[src/rtl/dp_pkg.sv]
// Shared definitions for the pipelined datapath: op encodings, flag bit positions
// and the write-back decode.
package dp_pkg;

    typedef enum logic [3:0] {
        OpAdd  = 4'd0,
        OpAddc = 4'd1,
        OpSub  = 4'd2,
        OpCmp  = 4'd3,
        OpAnd  = 4'd4,
        OpOr   = 4'd5,
        OpXor  = 4'd6,
        OpMov  = 4'd7,
        OpLsh  = 4'd8,
        OpNop  = 4'd15
    } op_e;

    localparam int unsigned NumFlags = 5;
    localparam int unsigned FlagC    = 4;
    localparam int unsigned FlagL    = 3;
    localparam int unsigned FlagF    = 2;
    localparam int unsigned FlagZ    = 1;
    localparam int unsigned FlagN    = 0;

    function automatic logic op_writes(input logic [3:0] op);
        logic wr;
        case (op)
            OpAdd, OpAddc, OpSub, OpAnd, OpOr, OpXor, OpMov, OpLsh: wr = 1'b1;
            default:                                                wr = 1'b0;
        endcase
        return wr;
    endfunction

endpackage

[src/rtl/dp_alu.sv]
// Combinational ALU: produces the result, candidate flag values, and a mask of the
// flags the op is allowed to update.
module dp_alu
    import dp_pkg::*;
#(
    parameter int unsigned WIDTH = 16
) (
    input  logic [3:0]          op,
    input  logic [WIDTH-1:0]    a,
    input  logic [WIDTH-1:0]    b,
    input  logic                cin,
    output logic [WIDTH-1:0]    result,
    output logic [NumFlags-1:0] flags,
    output logic [NumFlags-1:0] flag_mask
);

    localparam int unsigned Msb = WIDTH - 1;

    logic             cin_eff;
    logic [WIDTH:0]   sum;
    logic [WIDTH:0]   diff;
    logic [WIDTH-1:0] shamt;

    assign cin_eff = (op == OpAddc) ? cin : 1'b0;
    assign sum     = {1'b0, a} + {1'b0, b} + {{WIDTH{1'b0}}, cin_eff};
    // Top bit of the extended difference is the unsigned borrow (a < b).
    assign diff    = {1'b0, a} - {1'b0, b};
    // Negative B means a right shift by its magnitude.
    assign shamt   = b[Msb] ? ({WIDTH{1'b0}} - b) : b;

    always_comb begin
        result    = '0;
        flags     = '0;
        flag_mask = '0;
        case (op)
            OpAdd, OpAddc: begin
                result           = sum[WIDTH-1:0];
                flags[FlagC]     = sum[WIDTH];
                flags[FlagF]     = (a[Msb] == b[Msb]) && (sum[Msb] != a[Msb]);
                flag_mask[FlagC] = 1'b1;
                flag_mask[FlagF] = 1'b1;
                flag_mask[FlagZ] = 1'b1;
                flag_mask[FlagN] = 1'b1;
            end
            OpSub: begin
                result           = diff[WIDTH-1:0];
                flags[FlagC]     = diff[WIDTH];
                flags[FlagF]     = (a[Msb] != b[Msb]) && (diff[Msb] != a[Msb]);
                flag_mask[FlagC] = 1'b1;
                flag_mask[FlagF] = 1'b1;
                flag_mask[FlagZ] = 1'b1;
                flag_mask[FlagN] = 1'b1;
            end
            OpCmp: begin
                result           = diff[WIDTH-1:0];
                flag_mask[FlagL] = 1'b1;
                flag_mask[FlagZ] = 1'b1;
                flag_mask[FlagN] = 1'b1;
            end
            OpAnd, OpOr, OpXor: begin
                case (op)
                    OpAnd:   result = a & b;
                    OpOr:    result = a | b;
                    default: result = a ^ b;
                endcase
                flag_mask[FlagZ] = 1'b1;
                flag_mask[FlagN] = 1'b1;
            end
            OpMov: result = b;
            OpLsh: begin
                if (shamt >= WIDTH'(WIDTH)) begin
                    result = '0;
                end else if (b[Msb]) begin
                    result = a >> shamt;
                end else begin
                    result = a << shamt;
                end
            end
            default: result = '0;
        endcase

        if (op == OpCmp) begin
            flags[FlagZ] = (a == b);
            flags[FlagL] = diff[WIDTH];
            flags[FlagN] = $signed(a) < $signed(b);
        end else begin
            flags[FlagZ] = (result == '0);
            flags[FlagN] = result[Msb];
        end
    end

endmodule

[src/rtl/pipelined_datapath.sv]
// Two-stage datapath: operand fetch into S1, ALU + result/flag/write-back in S2,
// with S2-to-S1 forwarding so dependent instructions issue back to back.
module pipelined_datapath
    import dp_pkg::*;
#(
    parameter int unsigned WIDTH    = 16,
    parameter int unsigned NUM_REGS = 16,
    parameter int unsigned IDX_W    = $clog2(NUM_REGS)
) (
    input  logic             Clk,
    input  logic             Reset,
    input  logic             InValid,
    input  logic [3:0]       Op,
    input  logic [IDX_W-1:0] RegA,
    input  logic [IDX_W-1:0] RegB,
    input  logic             UseImm,
    input  logic [WIDTH-1:0] Imm,
    input  logic             Cin,
    output logic [WIDTH-1:0] Result,
    output logic             ResultValid,
    output logic [4:0]       Flags
);

    logic [WIDTH-1:0] regs_q [NUM_REGS];

    logic             s1_valid_q;
    logic [3:0]       s1_op_q;
    logic [IDX_W-1:0] s1_rega_q;
    logic [WIDTH-1:0] s1_opa_q;
    logic [WIDTH-1:0] s1_opb_q;
    logic             s1_cin_q;

    logic [WIDTH-1:0]    result_q;
    logic                result_valid_q;
    logic [NumFlags-1:0] flags_q;

    logic [WIDTH-1:0]    alu_result;
    logic [NumFlags-1:0] alu_flags;
    logic [NumFlags-1:0] alu_mask;

    logic             s1_wb;
    logic [WIDTH-1:0] opa_d;
    logic [WIDTH-1:0] opb_d;

    dp_alu #(
        .WIDTH (WIDTH)
    ) u_alu (
        .op        (s1_op_q),
        .a         (s1_opa_q),
        .b         (s1_opb_q),
        .cin       (s1_cin_q),
        .result    (alu_result),
        .flags     (alu_flags),
        .flag_mask (alu_mask)
    );

    // The register file has no bypass; the in-flight S2 result is forwarded instead.
    always_comb begin
        s1_wb = s1_valid_q && op_writes(s1_op_q);
        opa_d = (s1_wb && (s1_rega_q == RegA)) ? alu_result : regs_q[RegA];
        if (UseImm) begin
            opb_d = Imm;
        end else begin
            opb_d = (s1_wb && (s1_rega_q == RegB)) ? alu_result : regs_q[RegB];
        end
    end

    always_ff @(posedge Clk) begin
        if (Reset) begin
            for (int i = 0; i < int'(NUM_REGS); i++) begin
                regs_q[i] <= '0;
            end
            s1_valid_q     <= 1'b0;
            s1_op_q        <= 4'(OpNop);
            s1_rega_q      <= '0;
            s1_opa_q       <= '0;
            s1_opb_q       <= '0;
            s1_cin_q       <= 1'b0;
            result_q       <= '0;
            result_valid_q <= 1'b0;
            flags_q        <= '0;
        end else begin
            s1_valid_q <= InValid;
            if (InValid) begin
                s1_op_q   <= Op;
                s1_rega_q <= RegA;
                s1_opa_q  <= opa_d;
                s1_opb_q  <= opb_d;
                // Carry-in travels with its own instruction.
                s1_cin_q  <= Cin;
            end
            result_valid_q <= s1_valid_q;
            if (s1_valid_q) begin
                result_q <= alu_result;
                flags_q  <= (flags_q & ~alu_mask) | (alu_flags & alu_mask);
                if (s1_wb) begin
                    regs_q[s1_rega_q] <= alu_result;
                end
            end
        end
    end

    assign Result      = result_q;
    assign ResultValid = result_valid_q;
    assign Flags       = flags_q;

endmodule
[config.mk]
export PLATFORM = sky130hd
export DESIGN_NAME = pipelined_datapath
export DESIGN_NICKNAME = d
export VERILOG_FILES = /design/src/rtl/dp_pkg.sv /design/src/rtl/dp_alu.sv /design/src/rtl/pipelined_datapath.sv
export SDC_FILE = /design/constraint.sdc
export NUM_CORES = 1
export LEC_CHECK = 0
export ABC_AREA = 1
export CAP_MARGIN = 20
export CORE_ASPECT_RATIO = 0.9
export CORE_UTILIZATION = 30
export DETAILED_ROUTE_END_ITERATION = 16
export GPL_TIMING_DRIVEN = 0
export PLACE_DENSITY = 0.45
export SYNTH_ARGS = -nofsm -noshare
export SYNTH_HDL_FRONTEND = slang
export SYNTH_HIERARCHICAL = 1
export SYNTH_SLANG_ARGS = --single-unit
[constraint.sdc]
create_clock -name Clk -period 9.2 [get_ports Clk]
set_input_delay 2.76 -clock Clk [delete_from_list [all_inputs] [get_ports Clk]]
set_output_delay 2.76 -clock Clk [all_outputs]
set_load 0.005 [all_outputs]
==> metrics.md, run 1 <==
| Metric | Value |
|---|---|
| Vias | `23600` |
| Worst-path clk slew | `roughly 0.060 ns` |
| Logic pwr share | `23.2%` |
| Final hold vios | `0` |
| Final Cell Area | `0.0252 mm^2` |
| Arrival time at the worst endpoint | `6.08 ns` |
| M3 GR Usage | `4.75%` |
| Status | `finished, final reports clean` |
| RSZ-0062 raised after global routing | `no` |
| Rel. slew slack | `between 20% and 30%` |
| Wire length per cell | `27.3 um` |
| # resized after CTS | `0` |
| GPL Wtd Cong | `roughly 0.98` |
| FP Rows | `94` |
| Layout Nets | `3352` |
| Distinct cells, synth | `52` |
| Core ar. | `0.0733 mm^2` |
| First-pass GRT wire length | `161000 um` |
| Register bit count reported by yosys | `321` |
| Worst Path Required | `9.62 ns` |
| Port bufs | `47` |
| # DRC | `0` |
| Critical-path maximum fanout | `11` |
| Post-CTS Setup Bufs | `0` |
| Overall power | `4.21 mW` |
| Vias/cell | `between 5 and 6` |
| CTS sink cnt | `321` |
| Slew @ Worst Pin | `1.13 ns` |
| Register area | `0.00899 mm^2` |
| CTS H-tree depth | `2` |
| Largest net degree at the start of global routing | `17` |
| Int Power | `approximately 2.7 mW` |
| Endpoints failing setup | `0` |
| Vias in the first global route | `approximately 22000` |
| Syn avg cell area | `7.02 um^2` |
| CTS root buf | `clkbuf_16` |
| DP HPWL | `90100 um` |
| Syn nets | `3261` |
| Slew Viols, Final | `0` |
| Detailed Route Iter0 Violations | `3058` |
| Tmin final | `~5.7 ns` |
| Fmax achieved | `177 MHz` |
| Max VDD drop | `approximately 0.13 mV` |
| Worst hold-check path type | `flip-flop to flip-flop` |
| GR Overflow Total | `0` |
| Share of cells above drive strength 1 | `7.48%` |
| Top cell type's share of synthesized area | `between 30% and 40%` |
| I/O pins | `55` |
| Crit end category | `flip-flop` |
| Clk_skew | `0.0394 ns` |
| Leak pwr | `10.7 nW` |
| Flop pwr share | `between 30% and 40%` |
| Hold-fix buffers at CTS | `0` |
| Die height | `261 um` |
| WL final | `116000 um` |
| Post-synth EDFFs | `256` |
| Clock power frac | `37.1%` |
| Fill cell total of the finished layout | `approximately 8000` |
| Fraction of registers with async set/reset | `0%` |
| Register area share after synthesis | `40.3%` |
| Area after DPL | `0.0240 mm^2` |
| Largest cells by area after synthesis | `edfxtp_1 (34%), nand2_1 (13%), nand3_1 (12%)` |
| Mapped Cells | `3176` |
| Final Cycle Share | `61.6%` |
| Ys Warns | `6` |
| CP Launch Type | `flip-flop` |
| Post-synth top area cell | `edfxtp_1` |
| ANT cells | `0` |
| DIE AREA | `0.0754 mm^2` |
| Net switching power | `1.48 mW` |
| Die width | `289 um` |
| Pwr Density | `167 mW/mm^2` |
| Total track usage | `30.3%` |
| Area delta synth->final | `13.1%` |
| Top_reg_cell synth | `edfxtp_1` |
| Crit Path Class | `flip-flop to flip-flop` |
| Post-DRT Antenna Nets | `0` |
| Met2 usage | `between 40% and 50%` |
| Synthesized area | `between 0.02 and 0.025 mm^2` |
| Grt met1 use | `a little under half` |
| Clk buf depth | `3` |
| CTS buffer count | `41` |
| GRT busiest layer | `met1` |
| Initial antenna violation count | `3` |
| Initial Util | `between 30 and 40%` |
| Footprint of the multi-input gates | `0.0109 mm^2` |
| Fin Setup TNS | `0 ns` |
| Clk_lat worst skew | `0.60 ns` |
| Net Sw Frac | `35.3%` |
| CTS tree | `built` |
| 1st-pass router iterations | `6` |
| Maximum capacitance violations | `0` |
## routing by layer
metal	share of wire [%]	vias to the layer above
li1	-	10600
met1	46	11500
met2	42	1280
met3	9.1	194
met4	2.8	2
met5	0.010	-
## cells in the mapped netlist, types with 5 or more instances
master and number:
nand2_2 32, o211ai_1 44, nand4_1 15, nor3_4 5
nand3_2 7, o22ai_1 13, clkbuf_1 83, ha_1 49
a211oi_1 6, buf_2 88, edfxtp_1 256, buf_6 8
o221ai_1 6, xor2_1 11, nand2_1 767, o21ai_0 131
a21oi_1 157, buf_1 17, nor3_1 8, clkinv_1 20
dfxtp_1 65, inv_2 11, inv_1 351, buf_4 7
nor2_2 8, o21ai_1 25, a311oi_1 5, nor2_1 388
nand3_1 552
## area by class of cell
type / instances / area share [%]
plain buffers: 207 / 3.94
clock buffers: 53 / 4.28
clock inverters: 23 / 0.645
inverters: 385 / 5.76
multi-input cells: 2263 / 43.1
flip-flops and latches: 321 / 35.6
well taps: 960 / 4.76
repair buffers: 48 / 1.92
## path summary, 6_finish.rpt
kind	cells past startpoint	end	startpoint	slack, ns
max	23	regs_q[12][8]	s1_opb_q[0]	3.54
min	2	flip-flop	flip-flop	0.46
max reg2reg	23	regs_q[12][8]	s1_opb_q[0]	3.54
min reg2reg	2	flip-flop	flip-flop	0.46
## stage by stage
step,instances,hold WS (ns),util [%],setup slack (ns)
2_1_floorplan,3176,0.445,-,4.95
3_3_place_gp,4183,0.459,32.7,2.94
3_5_place_dp,4184,0.460,32.7,3.07
4_1_cts,4260,0.469,34.4,3.66
5_1_grt,4260,0.488,34.4,3.27
6_report,4260,0.464,34.4,3.54
## power groups by stage
stage | combinational (mW) | sequential [mW] | clock, mW
CTS | 0.946 | 1.67 | 1.58
floorplan | 0.557 | 1.68 | 0
detailed placement | 0.942 | 1.70 | 0
finish | 0.975 | 1.67 | 1.56
global route | 1.03 | 1.68 | 1.62
global placement | 0.943 | 1.70 | 0
## cell usage in the layout (no fill, tap or decap), drive strengths merged, types with 13 or more instances in the layout
cell	n
nand2	799
nand3	561
nor2	400
inv	368
edfxtp	256
o21ai	160
a21oi	157
clkbuf	139
buf	122
dfxtp	65
ha	49
clkdlybuf4s50	47
o211ai	44
clkinv	35
nand4	19
o22ai	13
nor3	13
## kinds of logic (layout without fill, tap and decap cells)
kind of cell,after synthesis,after routing,synth area share (%)
AOI/OAI and AO/OA,405,405,10.2
xor gates and xnor gates,11,11,0.432
adders and majority gates,52,52,3.02
buffers and inverters,592,716,11.0
DFF,321,321,40.3
and+or+nand+nor,1795,1795,35.1
## sequential cells by signal, summed over array words and instances, names as in the netlist, named ones only
name	count
Result	16
s1_opa_q	16
regs_q	256
s1_valid_q	1
s1_cin_q	1
s1_rega_q	4
ResultValid	1
s1_op_q	4
s1_opb_q	16
## worst max-delay path, cell delays in order (launching register included)
cell and delay [ns]:
dfxtp_1 0.39, buf_6 0.19, inv_4 0.07, clkbuf_1 0.47
ha_1 0.37, nand2_1 0.16, nor2_1 0.12, nand2_1 0.06
nand3_1 0.06, nand2_1 0.06, nor2_2 0.15, nand3_4 0.12
nor2_8 0.27, nand3_1 0.26, nand2_1 0.25, nand3_1 0.12
nand3_1 0.17, nand3_1 0.12, nand2_1 0.08, nand3_1 0.25
nand2_1 0.24, clkinv_1 0.65, clkbuf_1 0.62, nor2_1 0.22
Power figures use the tool's default switching activity.
==> run 2: changes to the inputs <==
- PLACE_DENSITY: 0.45 -> 0.46
- clock period: 9.2 -> 5 ns (I/O delays scaled with it)
==> metrics.md, run 2 (synthesized netlist as in run 1, its figures left out) <==
| Metric | Value |
|---|---|
| Wire length per cell | `24.3 um (-11%)` |
| Int Power | `5.09 mW (+87%)` |
| Biggest register | `regs_q` |
| Arrival time at the worst endpoint | `5.37 ns (-0.71 ns)` |
| Hold Path Stages | `2 (unchanged)` |
| Worst Path Required | `5.43 ns (-4.19 ns)` |
| CP Launch Type | `flip-flop` |
| Initial Util | `30.4% (unchanged)` |
| Clk buf depth | `3 (unchanged)` |
| Slew Viols, Final | `0 (unchanged)` |
| Post-Place Cells | `4184 (unchanged)` |
| Pwr Density | `305 mW/mm^2 (+83%)` |
| CTS buffer count | `41 (unchanged)` |
| Area after DPL | `0.0240 mm^2 (about the same)` |
| Tmin final | `4.93 ns (-0.728 ns)` |
| Core ar. | `0.0733 mm^2 (unchanged)` |
| DP HPWL | `79800 um (-11%)` |
| Fmax achieved | `203 MHz (+15%)` |
| # DRC | `0 (unchanged)` |
| Status | `finished, final reports clean` |
| Clk_lat worst skew | `0.59 ns (about the same)` |
| Flop pwr share | `39.8% (about the same)` |
| Max FFs per register | `256 (unchanged)` |
| Post-DRT Antenna Nets | `0 (unchanged)` |
| Hold slack | `0.462 ns (-0.00171 ns)` |
| Maximum capacitance violations | `0 (unchanged)` |
| Total track usage | `27.3% (-3.1 points)` |
| Logic pwr share | `22.2% (-1.0 points)` |
| CTS sink cnt | `321 (unchanged)` |
| Share of cells above drive strength 1 | `8.25% (+0.77 points)` |
| CTS root buf | `clkbuf_16` |
| Clock power frac | `38.0% (+0.9 points)` |
| Port bufs | `47 (unchanged)` |
| Vias | `23000 (-2.6%)` |
| DIE AREA | `0.0754 mm^2 (unchanged)` |
| Overall power | `7.71 mW (+83%)` |
| GPL Wtd Cong | `1.01 (+2.5%)` |
| Leak pwr | `10.7 nW (+0.44%)` |
| Area delta synth->final | `13.4%` |
| Die width | `289 um (unchanged)` |
| Final Cycle Share | `98.7% (+37 points)` |
| Vias in the first global route | `21200 (-2.8%)` |
| Layout Nets | `3349 (-0.089%)` |
| 1st-pass router iterations | `6 (unchanged)` |
| Final Cell Area | `0.0253 mm^2 (+0.27%)` |
| Initial antenna violation count | `1 (-2)` |
| Worst hold-check path type | `flip-flop to flip-flop` |
| WL final | `104000 um (-11%)` |
| Net Sw Frac | `34.0% (-1.3 points)` |
| Worst-path clk slew | `0.06 ns (about the same)` |
| Clk_skew | `0.0308 ns (-0.00858 ns)` |
| Vias/cell | `5.41 (-2.5%)` |
| CTS tree | `built` |
| I/O pins | `55 (unchanged)` |
| Critical-path maximum fanout | `10 (-1)` |
| R2R depth | `10 (-57%)` |
| Rel. slew slack | `27.4% (+3.0 points)` |
| Crit Path Class | `flip-flop to flip-flop` |
| Crit end category | `flip-flop` |
| Largest net degree at the start of global routing | `19 (+2)` |
| Die height | `261 um (unchanged)` |
| Hold-fix buffers at CTS | `0 (unchanged)` |
| Commonest non-fill, non-tap cell in the layout | `nand2_1` |
| RSZ-0062 raised after global routing | `no` |
| Slew @ Worst Pin | `1.09 ns (-0.0403 ns)` |
| GR Overflow Total | `0 (unchanged)` |
| Final Non-Filler Cells | `4256 (-0.094%)` |
| Final hold vios | `0 (unchanged)` |
| Max VDD drop | `0.234 mV (+78%)` |
| First-pass GRT wire length | `148000 um (-8.5%)` |
| Endpoints failing setup | `0 (unchanged)` |
| Utilization after layout | `34.5% (+0.094 points)` |
| ANT cells | `0 (unchanged)` |
| FP Rows | `94 (unchanged)` |
| Detailed Route Iter0 Violations | `2740 (-10%)` |
| CTS H-tree depth | `2 (unchanged)` |
| Most frequent cells in the layout | `nand2_1 (767), nand3_1 (552), nor2_1 (388)` |
| Net switching power | `2.63 mW (+77%)` |
run 2: timing repair:
item / 4_1_cts / 5_1_grt
pin swaps: 0 / 0
buffers inserted: 0 / 0
gates resized for setup: 13 / 15
setup endpoints to repair: 102 / 177
run 2: stage by stage:
stage	TNS, ns	worst slack (ns)
after floorplan	0	1.62
after global placement	-20.25	-0.710
after detailed placement	-10.79	-0.222
after CTS	0	0.00254
after global routing	0	0.00239
final	0	0.0653
run 2: critical path, cell delays in order (launching register included):
cell and delay, ns:
dfxtp_1 0.32, clkbuf_1 0.58, inv_1 0.43, nor2_1 0.80
clkinv_1 0.71, o22ai_1 0.39, a221oi_1 0.09, nand2_1 0.32
clkinvlp_4 0.41, clkbuf_1 0.49, nor2_1 0.21
run 2: worst paths after layout:
| check | slack [ns] | start | to |
|---|---|---|---|
| hold / removal | 0.46 | flip-flop | flip-flop |
| setup reg to reg | 0.07 | s1_op_q[1] | regs_q[7][1] |
| hold reg to reg | 0.46 | flip-flop | flip-flop |
| setup / recovery | 0.07 | s1_op_q[1] | regs_q[7][1] |
run 2: cell type report:
cell class	instances	area, um^2
Clock buffer	59	1150
Clock inverter	16	129
Fill cell	7987	48000
Inverter	385	1490
Tap cell	960	1200
Timing Repair Buffer	48	475
Multi-Input combinational cell	2263	10900
Buffer	204	993
Sequential cell	321	8990
run 2: per-layer routing:
layer	wire length, um	up-vias	global-route usage (%)
met4	3540	0	9.14
met2	45100	1049	41.4
li1	-	10600	-
met1	46400	11200	38.8
met5	0	-	0
met3	8580	173	4.75
run 2: power by group through the flow:
stage / clock network (mW) / registers (mW) / logic (mW)
2_1_floorplan: 0 / 3.08 / 1.02
3_3_place_gp: 0 / 3.13 / 1.66
3_5_place_dp: 0 / 3.13 / 1.65
4_1_cts: 2.96 / 3.07 / 1.66
5_1_grt: 3.07 / 3.08 / 1.84
6_report: 2.93 / 3.07 / 1.71
==> run 3: changes to the inputs <==
- CTS_CLUSTER_DIAMETER: default -> 40
- CTS_CLUSTER_SIZE: default -> 25
- PLACE_DENSITY: 0.46 -> default
==> metrics.md, run 3 (synthesized netlist as in run 1, its figures left out) <==
| Metric | Value |
|---|---|
| Worst Setup Slack, final | `0.187 ns (+0.122 ns)` |
| GPL Wtd Cong | `1.07 (+6.6%)` |
| CTS H-tree depth | `2 (unchanged)` |
| Wire length per cell | `23.4 um (-3.7%)` |
| Max VDD drop | `0.308 mV (+32%)` |
| Worst-path cell chain | `inv_1 -> clkbuf_1 -> nor3_2 -> fa_1 -> inv_1 -> fa_1 -> inv_1 -> nand3_1 -> nand2_1 -> a21oi_1 -> nor2_1 -> inv_1 -> a311oi_1 -> nand2_1 -> clkinv_2 -> clkbuf_1 -> nor2_1` |
| GR Overflow Total | `0 (unchanged)` |
| Core ar. | `0.0733 mm^2 (unchanged)` |
| Clk_skew | `0.0469 ns (+0.0160 ns)` |
| Vias | `23600 (+2.4%)` |
| CP Launch Type | `flip-flop` |
| FP Rows | `94 (unchanged)` |
| Final hold vios | `0 (unchanged)` |
| # DRC | `0 (unchanged)` |
| Vias in the first global route | `21000 (-0.72%)` |
| Clk_lat worst skew | `0.64 ns (+0.05 ns)` |
| CTS tree | `built` |
| DP Worst Slack | `-0.269 ns (-0.0474 ns)` |
| Footprint of the multi-input gates | `0.0109 mm^2 (about the same)` |
| Vias/cell | `5.50 (+1.6%)` |
| Max FFs per register | `256 (unchanged)` |
| Top cell by count, worst path | `inv_1` |
| Hold Path Stages | `2 (unchanged)` |
| R2R depth | `17 (+7)` |
| Register-to-Register Setup Slack | `0.19 ns (+0.12 ns)` |
| CTS sink cnt | `321 (unchanged)` |
| DP HPWL | `76500 um (-4.2%)` |
| Register area | `0.00899 mm^2 (about the same)` |
| Fill cell total of the finished layout | `7828 (-2.0%)` |
| WL final | `101000 um (-2.9%)` |
| Leak pwr | `11.1 nW (+3.1%)` |
| Pwr Density | `340 mW/mm^2 (+12%)` |
| Utilization after layout | `35.6% (+1.0 points)` |
| Die width | `289 um (unchanged)` |
| Clk buf depth | `3 (unchanged)` |
| Slew Viols, Final | `0 (unchanged)` |
| Max incr delay on CP | `0.74 ns (-0.06 ns)` |
| Slew @ Worst Pin | `1.19 ns (+0.0991 ns)` |
| Maximum capacitance violations | `0 (unchanged)` |
| Layout Nets | `3368 (+0.57%)` |
| Fin Setup TNS | `0 ns (unchanged)` |
| First-pass GRT wire length | `142000 um (-3.7%)` |
| CTS buffer count | `56 (+37%)` |
| Area delta synth->final | `16.8%` |
| 1st-pass router iterations | `8 (+2)` |
| Worst hold-check path type | `flip-flop to flip-flop` |
| Final Cycle Share | `96.3% (-2.4 points)` |
| I/O pins | `55 (unchanged)` |
| Worst Path Required | `5.35 ns (-0.08 ns)` |
| Endpoints failing setup | `0 (unchanged)` |
| Port bufs | `47 (unchanged)` |
| Rel. slew slack | `20.8% (-6.6 points)` |
| Critical-path maximum fanout | `10 (unchanged)` |
| Largest net degree at the start of global routing | `17 (-2)` |
| Crit end category | `flip-flop` |
| Worst-path clk slew | `0.06 ns (about the same)` |
| Crit Path Class | `flip-flop to flip-flop` |
| Fmax achieved | `208 MHz (+2.5%)` |
| Status | `finished, final reports clean` |
| Arrival time at the worst endpoint | `5.16 ns (-0.21 ns)` |
| Detailed Route Iter0 Violations | `3552 (+30%)` |
| CTS root buf | `clkbuf_16` |
| Tmin final | `4.81 ns (-0.122 ns)` |
| Most frequent cells in the layout | `nand2_1 (767), nand3_1 (552), nor2_1 (388)` |
| DIE AREA | `0.0754 mm^2 (unchanged)` |
| Total track usage | `26.0% (-1.2 points)` |
| Biggest register | `regs_q` |
| Share of cells above drive strength 1 | `9.49% (+1.2 points)` |
| Slowest cell on the critical path | `clkbuf_1` |
| Commonest non-fill, non-tap cell in the layout | `nand2_1` |
| Die height | `261 um (unchanged)` |
| ANT cells | `0 (unchanged)` |
| Initial Util | `30.4% (unchanged)` |
| Initial antenna violation count | `2 (+1)` |
| Post-DRT Antenna Nets | `0 (unchanged)` |
[run 3: worst max-delay path, delay by kind of cell, from the launching register on]
kind	cells	cell delay (ns)
adder cells (fa/ha/maj)	2	0.77
AND/OR/NAND/NOR	6	1.14
AO/OA/AOI/OAI	2	0.38
buffers and inverters	7	1.81
flip-flops	1	0.39
[run 3: report_power, final]
part           internal [mW]  switching (mW)
Combinational          0.445            1.27
Sequential              2.98          0.0900
Clock                   2.45            1.62
Total                   5.87            2.98
[run 3: layout make-up]
type	instances	share of cell area, %
plain buffers	206	3.85
clock buffers	57	5.39
clock inverters	49	2.29
inverters	385	5.73
multi-input cells	2263	41.7
flip-flops and latches	321	34.5
well taps	960	4.61
repair buffers	50	1.89
[run 3: routing by layer]
layer	up-vias	routed length (um)	global-route usage (%)
met5	-	28	0
met4	4	4130	9.97
met3	228	11900	5.68
met2	1536	42600	38.7
met1	11100	41900	36.5
li1	10700	-	-
[run 3: worst paths after layout]
check / startpoint / to
max: s1_op_q[0] / regs_q[12][8]
min reg2reg: flip-flop / flip-flop
min: flip-flop / flip-flop
max reg2reg: s1_op_q[0] / regs_q[12][8]
[run 3: timing repair]
| item | in CTS | in global routing |
|---|---|---|
| setup buffers | 0 | 3 |
| gates resized for setup | 9 | 21 |
| endpoints found under the setup margin | 62 | 167 |
| hold buffers | 0 | 0 |
[run 3: stage by stage]
step | area [um^2] | instances | power (mW) | hold slack, ns
final | 26100 | 4291 | 8.86 | 0.464
after global routing | 26100 | 4291 | 9.08 | 0.490
after CTS | 26000 | 4289 | 8.79 | 0.463
after detailed placement | 24000 | 4183 | 4.75 | 0.454
after global placement | 24000 | 4183 | 4.76 | 0.455
after floorplan | 22300 | 3176 | 4.11 | 0.445
